$ cat src/rtl/imm_gen_pkg.sv
// Shared RV32I decode definitions: the opcodes that select an immediate
// format and the encoding of the format code reported alongside the immediate.
package imm_gen_pkg;

    localparam int XLEN_SUPPORTED = 32;

    // Major opcodes, instruction[6:0]
    localparam logic [6:0] OP_IMM   = 7'b0010011;
    localparam logic [6:0] LOAD     = 7'b0000011;
    localparam logic [6:0] JALR     = 7'b1100111;
    localparam logic [6:0] SYSTEM   = 7'b1110011;
    localparam logic [6:0] STORE    = 7'b0100011;
    localparam logic [6:0] BRANCH   = 7'b1100011;
    localparam logic [6:0] LUI      = 7'b0110111;
    localparam logic [6:0] AUIPC    = 7'b0010111;
    localparam logic [6:0] JAL      = 7'b1101111;
    localparam logic [6:0] OP       = 7'b0110011;
    localparam logic [6:0] MISC_MEM = 7'b0001111;

    // Immediate format codes driven on imm_fmt
    localparam logic [2:0] FMT_R = 3'd0;
    localparam logic [2:0] FMT_I = 3'd1;
    localparam logic [2:0] FMT_S = 3'd2;
    localparam logic [2:0] FMT_B = 3'd3;
    localparam logic [2:0] FMT_U = 3'd4;
    localparam logic [2:0] FMT_J = 3'd5;

endpackage

$ cat src/rtl/imm_gen.sv
// RV32I immediate generator. The format is chosen from the opcode alone and
// the sign-extended immediate is available combinationally in the decode
// cycle; a registered copy feeds the next pipeline stage.
module imm_gen
    import imm_gen_pkg::*;
#(
    parameter int XLEN = 32
) (
    input  logic              clk,
    input  logic              rst_n,
    input  logic [31:0]       instruction,
    output logic [XLEN-1:0]   imm32,
    output logic [XLEN-1:0]   imm32_q,
    output logic [2:0]        imm_fmt
);

    logic [31:0] i;

    assign i = instruction;

    // Opcode decode and immediate assembly; X/Z opcodes fall through to the
    // default arm, which reports the R/other format with a zero immediate.
    always_comb begin
        imm_fmt = FMT_R;
        imm32   = '0;
        case (i[6:0])
            OP_IMM, LOAD, JALR, SYSTEM: begin
                imm_fmt = FMT_I;
                imm32   = {{20{i[31]}}, i[31:20]};
            end
            STORE: begin
                imm_fmt = FMT_S;
                imm32   = {{20{i[31]}}, i[31:25], i[11:7]};
            end
            BRANCH: begin
                imm_fmt = FMT_B;
                imm32   = {{19{i[31]}}, i[31], i[7], i[30:25], i[11:8], 1'b0};
            end
            LUI, AUIPC: begin
                imm_fmt = FMT_U;
                imm32   = {i[31:12], 12'b0};
            end
            JAL: begin
                imm_fmt = FMT_J;
                imm32   = {{11{i[31]}}, i[31], i[19:12], i[20], i[30:21], 1'b0};
            end
            default: begin
                imm_fmt = FMT_R;
                imm32   = '0;
            end
        endcase
    end

    // Pipeline register for the immediate, cleared immediately on reset assertion
    always_ff @(posedge clk or negedge rst_n) begin
        if (!rst_n) begin
            imm32_q <= '0;
        end else begin
            imm32_q <= imm32;
        end
    end

endmodule

$ cat config.mk
export PLATFORM = sky130hd
export DESIGN_NAME = imm_gen
export DESIGN_NICKNAME = d
export VERILOG_FILES = /design/src/rtl/imm_gen_pkg.sv /design/src/rtl/imm_gen.sv
export SDC_FILE = /design/constraint.sdc
export NUM_CORES = 1
export LEC_CHECK = 0
export CELL_PAD_IN_SITES_DETAIL_PLACEMENT = 0
export CELL_PAD_IN_SITES_GLOBAL_PLACEMENT = 2
export CORE_ASPECT_RATIO = 0.5
export CORE_MARGIN = 2
export CORE_UTILIZATION = 16
export CTS_CLUSTER_SIZE = 30
export DETAILED_ROUTE_END_ITERATION = 6
export HOLD_SLACK_MARGIN = 0.02
export MAX_ROUTING_LAYER = met4
export PLACE_DENSITY = 0.83
export SLEW_MARGIN = 30
export SYNTH_ARGS = -nofsm -noshare
export SYNTH_HDL_FRONTEND = slang
export SYNTH_SLANG_ARGS = --single-unit
$ cat constraint.sdc
create_clock -name clk -period 1.5 [get_ports clk]
set_input_delay 0.3 -clock clk [delete_from_list [all_inputs] [get_ports clk]]
set_output_delay 0.3 -clock clk [all_outputs]
set_load 0.005 [all_outputs]
==> metrics.txt, run 1 <==
# TYPE chip_impl_metric gauge
chip_impl_info{name="regMostFlops",value="imm32_q"} 1
chip_impl_metric{name="viasPerCell",unit=""} 4.024
chip_impl_metric{name="number_of_instances_in_the_synthesized_netlist",unit=""} 110
chip_impl_metric{name="slew_viol_final",unit=""} 0
chip_impl_metric{name="iter_0_drt_violations",unit=""} 103
chip_impl_metric{name="final_layout_size_suffix_gt1_share",unit="%"} 58.52
chip_impl_metric{name="cp_max_fo",unit=""} 5
chip_impl_metric{name="gr-usage-met3",unit="%"} 2.815
chip_impl_metric{name="io_buffer_count",unit=""} 100
chip_impl_metric{name="fill_cells",unit=""} 741
chip_impl_metric{name="number_of_global_route_vias_before_repair",unit=""} 1708
chip_impl_metric{name="worst_hold_slack",unit="ns"} 0.3895
chip_impl_metric{name="htree_num_levels",unit=""} 2
chip_impl_metric{name="first_pass_grt_wire_length",unit="mm"} 8.700
chip_impl_metric{name="nets",unit=""} 344
chip_impl_metric{name="postRouteWirelength",unit="mm"} 6.312
chip_impl_info{name="outcome",value="complete, but fails checks"} 1
chip_impl_metric{name="p_total",unit="W"} 0.002470
chip_impl_info{name="layout_common_cells",value="sky130_fd_sc_hd__buf_4 (69), sky130_fd_sc_hd__clkdlybuf4s50_1 (57), sky130_fd_sc_hd__buf_6 (39)"} 1
chip_impl_metric{name="ys_types",unit=""} 26
chip_impl_info{name="critPathCaptureType",value="output port"} 1
chip_impl_metric{name="hpwl",unit="mm"} 3.851
chip_impl_metric{name="grt_util_met2",unit="%"} 26.36
chip_impl_metric{name="hold_vio_cnt_final",unit=""} 0
chip_impl_metric{name="max_stage_delay",unit="ns"} 0.31
chip_impl_metric{name="coreArea",unit="µm²"} 8000
chip_impl_metric{name="synth_fp_nets",unit=""} 144
chip_impl_metric{name="setup_viol_count_final",unit=""} 36
chip_impl_metric{name="synth.ff_latch_count",unit=""} 32
chip_impl_metric{name="first_pass_iters",unit=""} 4
chip_impl_metric{name="post-route-drc-count",unit=""} 0
chip_impl_metric{name="die_h",unit="µm"} 68.26
chip_impl_metric{name="synthesis.area_per_instance",unit="µm²"} 12.01
chip_impl_metric{name="required_time_of_the_critical_path",unit="ns"} 1.20
chip_impl_info{name="timing.critical_path.mode_cell",value="sky130_fd_sc_hd__buf_6"} 1
chip_impl_info{name="cts_tree",value="yes"} 1
chip_impl_info{name="grt_most_used_layer",value="met2"} 1
chip_impl_metric{name="syn_warnings",unit=""} 0
chip_impl_metric{name="gr-total-overflow",unit=""} 0
chip_impl_metric{name="cts-buffers-inserted",unit=""} 5
chip_impl_metric{name="p_per_area",unit="nW/µm²"} 704.2
chip_impl_metric{name="grtUsageTotal",unit="%"} 13.12
chip_impl_metric{name="ant_nets",unit=""} 0
chip_impl_info{name="cts_root_buf",value="sky130_fd_sc_hd__clkbuf_16"} 1
chip_impl_metric{name="timing.fmax",unit="MHz"} 545.0
chip_impl_metric{name="vdd.ir_drop.worst",unit="mV"} 0.5656
chip_impl_metric{name="postCtsHoldBufs",unit=""} 0
chip_impl_metric{name="cts.reportedPaths.clkPinSlew",unit="ns"} 0.05
chip_impl_metric{name="pin_count_of_the_biggest_net_entering_global_routing",unit=""} 33
chip_impl_metric{name="globalplace.congestion",unit=""} 0.8502
chip_impl_metric{name="largest_reg_flops",unit=""} 32
chip_impl_metric{name="maxCapViolations",unit=""} 0
chip_impl_metric{name="antenna_cells",unit=""} 0
chip_impl_metric{name="number_of_enable_flip_flop_cells_after_synthesis",unit=""} 0
chip_impl_metric{name="drt-wirelength-per-cell",unit="µm"} 14.92
chip_impl_metric{name="die_width",unit="µm"} 132.5
chip_impl_metric{name="final_min_period_over_clock_period",unit="%"} 122.3
chip_impl_metric{name="initial_antenna_violation_count",unit=""} 0
chip_impl_metric{name="cts_num_sinks",unit=""} 32
chip_impl_info{name="timing.critical_path.slowest_stage_cell",value="sky130_fd_sc_hd__a211o_1"} 1
chip_impl_metric{name="final_critical_path_setup_slack",unit="ns"} -0.3350
chip_impl_metric{name="detailroute.via_count",unit=""} 1702
chip_impl_metric{name="min_period",unit="ns"} 1.835
chip_impl_info{name="path_cells",value="buf_8 -> buf_6 -> a211o_1 -> a21oi_2 -> buf_6 -> buf_6 -> buf_6 -> a21o_1 -> buf_2"} 1
chip_impl_info{name="hold_class",value="in2async"} 1
chip_impl_metric{name="syn_to_final_growth",unit="%"} 165.5
chip_impl_metric{name="global_route.usage.met1",unit="%"} 12.45
chip_impl_info{name="violations",value="setup timing"} 1
chip_impl_info{name="synth_flop_cell",value="sky130_fd_sc_hd__dfrtp_1"} 1
chip_impl_metric{name="worst_ep_arrival_time",unit="ns"} 1.54
chip_impl_metric{name="max-slew-margin-rel",unit="%"} 81.58
chip_impl_info{name="crit_type",value="in2out"} 1
chip_impl_info{name="critPathLaunchType",value="primary input"} 1
chip_impl_info{name="biggestRegsByFlops",value="imm32_q x32"} 1
chip_impl_metric{name="start_util",unit="%"} 16.52
chip_impl_metric{name="synth_seq_area_share",unit="%"} 60.61
chip_impl_metric{name="syn-cell-area",unit="µm²"} 1321
chip_impl_metric{name="worst_slew_pin_slew",unit="ns"} 0.2763
chip_impl_metric{name="async_flop_share",unit="%"} 100.0
chip_impl_metric{name="top_level_ports",unit=""} 101
chip_impl_metric{name="clock_tree.buffer_depth",unit=""} 2
chip_impl_info{name="layout.cells.most_common",value="sky130_fd_sc_hd__buf_4"} 1
chip_impl_metric{name="power.leakage",unit="nW"} 1.882
chip_impl_metric{name="placement_rows",unit=""} 23
chip_impl_info{name="rsz0062_at_grt",value="true"} 1
chip_impl_metric{name="design.die.area",unit="µm²"} 9045
[final cells by class]
class,instances,area [µm²],share of cell area (%)
timing repair buffer,200,1774,50.57
clock buffer,6,128.9,3.673
tap,112,140.1,3.994
clock inverter,2,35.03,0.9986
sequential,32,800.8,22.82
multi-input combinational,71,629.4,17.94
[worst max-delay path: cells and delay by family]
family	cells	cell delay [ns]
AOI/OAI and AO/OA	3	0.58
buffers and inverters	6	0.66
[cell usage after synthesis, types with 2 or more instances]
| cell | number | area (µm²) |
|---|---|---|
| sky130_fd_sc_hd__dfrtp_1 | 32 | 800.8 |
| sky130_fd_sc_hd__a21o_1 | 20 | 150.1 |
| sky130_fd_sc_hd__nor2_1 | 8 | 30.03 |
| sky130_fd_sc_hd__nand2_1 | 7 | 26.28 |
| sky130_fd_sc_hd__and2_1 | 6 | 37.54 |
| sky130_fd_sc_hd__nand3_1 | 5 | 25.02 |
| sky130_fd_sc_hd__a22o_1 | 4 | 35.03 |
| sky130_fd_sc_hd__buf_2 | 3 | 15.01 |
| sky130_fd_sc_hd__o21ai_0 | 3 | 15.01 |
| sky130_fd_sc_hd__a211o_1 | 2 | 17.52 |
| sky130_fd_sc_hd__a21oi_1 | 2 | 10.01 |
| sky130_fd_sc_hd__a21oi_2 | 2 | 17.52 |
| sky130_fd_sc_hd__a32oi_1 | 2 | 17.52 |
| sky130_fd_sc_hd__buf_4 | 2 | 15.01 |
[through the flow]
step	instances	setup slack (ns)	TNS, ns	cell area [µm²]	util (%)
2_1_floorplan	110	0.01478	0	1321	-
3_3_place_gp	347	-1.089	-45.88	2670	33.38
3_5_place_dp	347	-1.093	-45.92	2670	33.38
4_1_cts	406	-0.3032	-6.812	3324	41.55
5_1_grt	423	-0.3941	-10.18	3508	43.85
6_report	423	-0.3350	-9.074	3508	43.85
[worst paths after layout]
kind | from | to | slack [ns] | depth (start not counted)
min in group clk | instruction[2] | imm32_q[31] | 0.63 | 6
min | rst_n | imm32_q[7] | 0.39 | 2
max in group asynchronous | rst_n | imm32_q[18] | 0.93 | 2
max | instruction[5] | imm32[17] | -0.34 | 9
[power breakdown]
group / total (W) / leakage, nW / internal (W) / switching [W]
Clock: 0.00115 / 0.0808 / 0.000780 / 0.000366
Sequential: 0.000886 / 0.443 / 0.000881 / 0.00000470
Combinational: 0.000438 / 1.36 / 0.000266 / 0.000173
[routing by layer]
layer	up-vias	wire, µm
met5	-	0
met4	0	181
met3	13	225
met2	44	3623
met1	851	2281
li1	794	-
[timing repair]
item	in CTS	in global routing
setup buffers	50	18
pin swaps	32	21
resized for setup	246	17
cloned	1	0
endpoints found under the setup margin	61	37
[logic make-up (layout without fill, tap and decap cells)]
kind of cell | Yosys count | after routing | share of synthesized area (%)
AOI/OAI and AO/OA | 37 | 37 | 22.06
xor gates and xnor gates | 1 | 1 | 0.6630
buffers and inverters | 7 | 208 | 3.408
DFF | 32 | 32 | 60.61
muxes | 1 | 1 | 0.7576
and+or+nand+nor | 32 | 32 | 12.50
(Power assumes the default switching activity.)
==> run 2, diff against run 1 <==
Settings changed: REMOVE_ABC_BUFFERS from default to 1.
==> run 2 against run 1 <==
  * The flow still finishes with violations (setup timing)
  * Non-clock buffer count is 15 lower
  * Clock power hardly changed
  * Routed wire length is 3.5% lower
  * Worst hold slack better by 0.017 ns
  * Fmax is 0.68% higher
  * First-iteration DRC count is 50% lower
  * Sequential power hardly changed
  * Sequential share of layout area is 0.70 points higher
  * Via count is 2.4% lower
  * Cell area is 3.0% lower
  * Combinational power is 1% higher
==> metrics.txt, run 2 (synthesis results as in run 1) <==
# TYPE chip_impl_metric gauge
chip_impl_info{name="outcome",value="complete, but fails checks"} 1
chip_impl_info{name="violations",value="setup timing"} 1
chip_impl_info{name="regMostFlops",value="imm32_q"} 1
chip_impl_metric{name="p_total",unit="W"} 0.002492
chip_impl_metric{name="number_of_global_route_vias_before_repair",unit=""} 1739
chip_impl_metric{name="max-slew-margin-rel",unit="%"} 82.36
chip_impl_metric{name="setup_viol_count_final",unit=""} 34
chip_impl_metric{name="die_h",unit="µm"} 68.26
chip_impl_metric{name="cts.reportedPaths.clkPinSlew",unit="ns"} 0.06
chip_impl_metric{name="detailroute.via_count",unit=""} 1662
chip_impl_metric{name="antenna_cells",unit=""} 0
chip_impl_metric{name="post_route_setup_tns",unit="ns"} -9.137
chip_impl_metric{name="largest_reg_flops",unit=""} 32
chip_impl_metric{name="coreArea",unit="µm²"} 8000
chip_impl_metric{name="hold_vio_cnt_final",unit=""} 0
chip_impl_info{name="layout.cells.most_common",value="sky130_fd_sc_hd__clkdlybuf4s50_1"} 1
chip_impl_metric{name="worst_ep_arrival_time",unit="ns"} 1.52
chip_impl_metric{name="max_stage_delay",unit="ns"} 0.28
chip_impl_info{name="hold_class",value="in2async"} 1
chip_impl_metric{name="crit_buf_inv",unit=""} 6
chip_impl_info{name="critical_path.top_delay_family",value="buffers and inverters"} 1
chip_impl_metric{name="final_layout_size_suffix_gt1_share",unit="%"} 55.41
chip_impl_info{name="rsz0062_at_grt",value="true"} 1
chip_impl_metric{name="iter_0_drt_violations",unit=""} 51
chip_impl_metric{name="final_min_period_over_clock_period",unit="%"} 121.5
chip_impl_metric{name="postCtsHoldBufs",unit=""} 0
chip_impl_metric{name="placement_rows",unit=""} 23
chip_impl_metric{name="hpwl",unit="mm"} 3.918
chip_impl_metric{name="timing.fmax",unit="MHz"} 548.6
chip_impl_info{name="path_cells",value="buf_8 -> buf_8 -> buf_4 -> a211o_1 -> a21oi_2 -> buf_6 -> buf_6 -> a21o_1 -> buf_2"} 1
chip_impl_metric{name="io_buffer_count",unit=""} 100
chip_impl_metric{name="syn_to_final_growth",unit="%"} 157.7
chip_impl_metric{name="multiInputGateArea",unit="µm²"} 611.8
chip_impl_metric{name="ant_nets",unit=""} 0
chip_impl_metric{name="critical_path_depth",unit=""} 9
chip_impl_metric{name="die_width",unit="µm"} 132.5
chip_impl_metric{name="first_pass_grt_wire_length",unit="mm"} 8.452
chip_impl_metric{name="p_per_area",unit="nW/µm²"} 731.9
chip_impl_metric{name="finalNonFillerCells",unit=""} 408
chip_impl_metric{name="gr-total-overflow",unit=""} 0
chip_impl_metric{name="fill_cells",unit=""} 748
chip_impl_metric{name="vdd.ir_drop.worst",unit="mV"} 0.4367
chip_impl_metric{name="clock_tree.buffer_depth",unit=""} 2
chip_impl_info{name="timing.critical_path.slowest_stage_cell",value="sky130_fd_sc_hd__a211o_1"} 1
chip_impl_metric{name="design.die.area",unit="µm²"} 9045
chip_impl_info{name="biggestRegsByFlops",value="imm32_q x32"} 1
chip_impl_metric{name="instance_count_after_placement_with_tap_cells_included",unit=""} 340
chip_impl_metric{name="postRouteWirelength",unit="mm"} 6.094
chip_impl_metric{name="post-route-drc-count",unit=""} 0
chip_impl_info{name="crit_path_start",value="instruction[4]"} 1
chip_impl_metric{name="worst_slew_pin_slew",unit="ns"} 0.2618
chip_impl_metric{name="pin_count_of_the_biggest_net_entering_global_routing",unit=""} 33
chip_impl_metric{name="min_period",unit="ns"} 1.823
chip_impl_metric{name="cp_max_fo",unit=""} 6
chip_impl_metric{name="first_pass_iters",unit=""} 4
chip_impl_metric{name="slew_viol_final",unit=""} 0
chip_impl_metric{name="required_time_of_the_critical_path",unit="ns"} 1.20
chip_impl_metric{name="grtUsageTotal",unit="%"} 12.45
chip_impl_metric{name="start_util",unit="%"} 16.52
chip_impl_info{name="critPathLaunchType",value="primary input"} 1
chip_impl_info{name="crit_type",value="in2out"} 1
chip_impl_metric{name="drt-wirelength-per-cell",unit="µm"} 14.94
chip_impl_metric{name="nets",unit=""} 329
chip_impl_info{name="layout_common_cells",value="sky130_fd_sc_hd__clkdlybuf4s50_1 (57), sky130_fd_sc_hd__buf_4 (46), sky130_fd_sc_hd__buf_6 (45)"} 1
chip_impl_metric{name="maxCapViolations",unit=""} 0
chip_impl_metric{name="cts_num_sinks",unit=""} 32
chip_impl_metric{name="cts-buffers-inserted",unit=""} 5
chip_impl_metric{name="htree_num_levels",unit=""} 2
chip_impl_metric{name="top_level_ports",unit=""} 101
chip_impl_info{name="cts_root_buf",value="sky130_fd_sc_hd__clkbuf_16"} 1
chip_impl_metric{name="globalplace.congestion",unit=""} 0.8102
chip_impl_metric{name="initial_antenna_violation_count",unit=""} 0
chip_impl_metric{name="seqCellArea",unit="µm²"} 800.8
chip_impl_info{name="critPathCaptureType",value="output port"} 1
chip_impl_info{name="cts_tree",value="yes"} 1
chip_impl_metric{name="power.leakage",unit="nW"} 1.805
chip_impl_metric{name="viasPerCell",unit=""} 4.074
chip_impl_metric{name="final_critical_path_setup_slack",unit="ns"} -0.3227
-- run 2: changes by cell type in the layout (fill, tap and decap cells not counted), sizes merged --
cell and delta:
clkinvlp +1, clkbuf -2, buf -16, clkdlybuf4s15 +1
dlygate4sd2 +1
-- run 2: cell type report --
class	instances	area share (%)
multi-input cells	71	17.97
clock buffers	5	3.675
repair buffers	185	49.47
flip-flops and latches	32	23.52
well taps	112	4.116
clock inverters	3	1.250
-- run 2: final timing paths --
kind,to
max,imm32[13]
min,imm32_q[7]
max in group asynchronous,imm32_q[14]
min in group clk,imm32_q[0]
-- run 2: metal layers --
layer,global-route usage (%),wire length [µm],vias to the layer above
met5,-,0,-
met4,5.645,199,0
met3,2.667,152,20
met2,24.87,3588,37
met1,12.05,2154,842
li1,-,-,763
-- run 2: power breakdown --
group | total (W) | internal [W] | switching, W
clock | 0.00116 | 0.000779 | 0.000383
combinational | 0.000444 | 0.000271 | 0.000173
sequential | 0.000886 | 0.000881 | 0.00000475
-- run 2: what timing repair did --
action | CTS | global route
resized for setup | 247 | 20
setup endpoints to repair | 65 | 38
cloned | 2 | 0
pin swaps | 28 | 18
buffers inserted | 52 | 16
-- run 2: stage by stage --
| step | util (%) | setup slack [ns] | area (µm²) | hold WS [ns] |
|---|---|---|---|---|
| 6_report | 42.56 | -0.3227 | 3405 | 0.4064 |
| 4_1_cts | 40.88 | -0.3284 | 3271 | 0.4131 |
| 3_5_place_dp | 32.72 | -1.073 | 2618 | 0.7095 |
| 3_3_place_gp | 32.72 | -1.087 | 2618 | 0.6842 |
| 2_1_floorplan | - | 0.01659 | 1276 | 0.004409 |
| 5_1_grt | 42.56 | -0.3833 | 3405 | 0.4346 |
==> run 3, diff against run 2 <==
Settings changed: ABC_CLOCK_PERIOD_IN_PS from default to 1500.
==> results of run 3 <==
Final layout, timing and power as in run 2 (identical DEF).
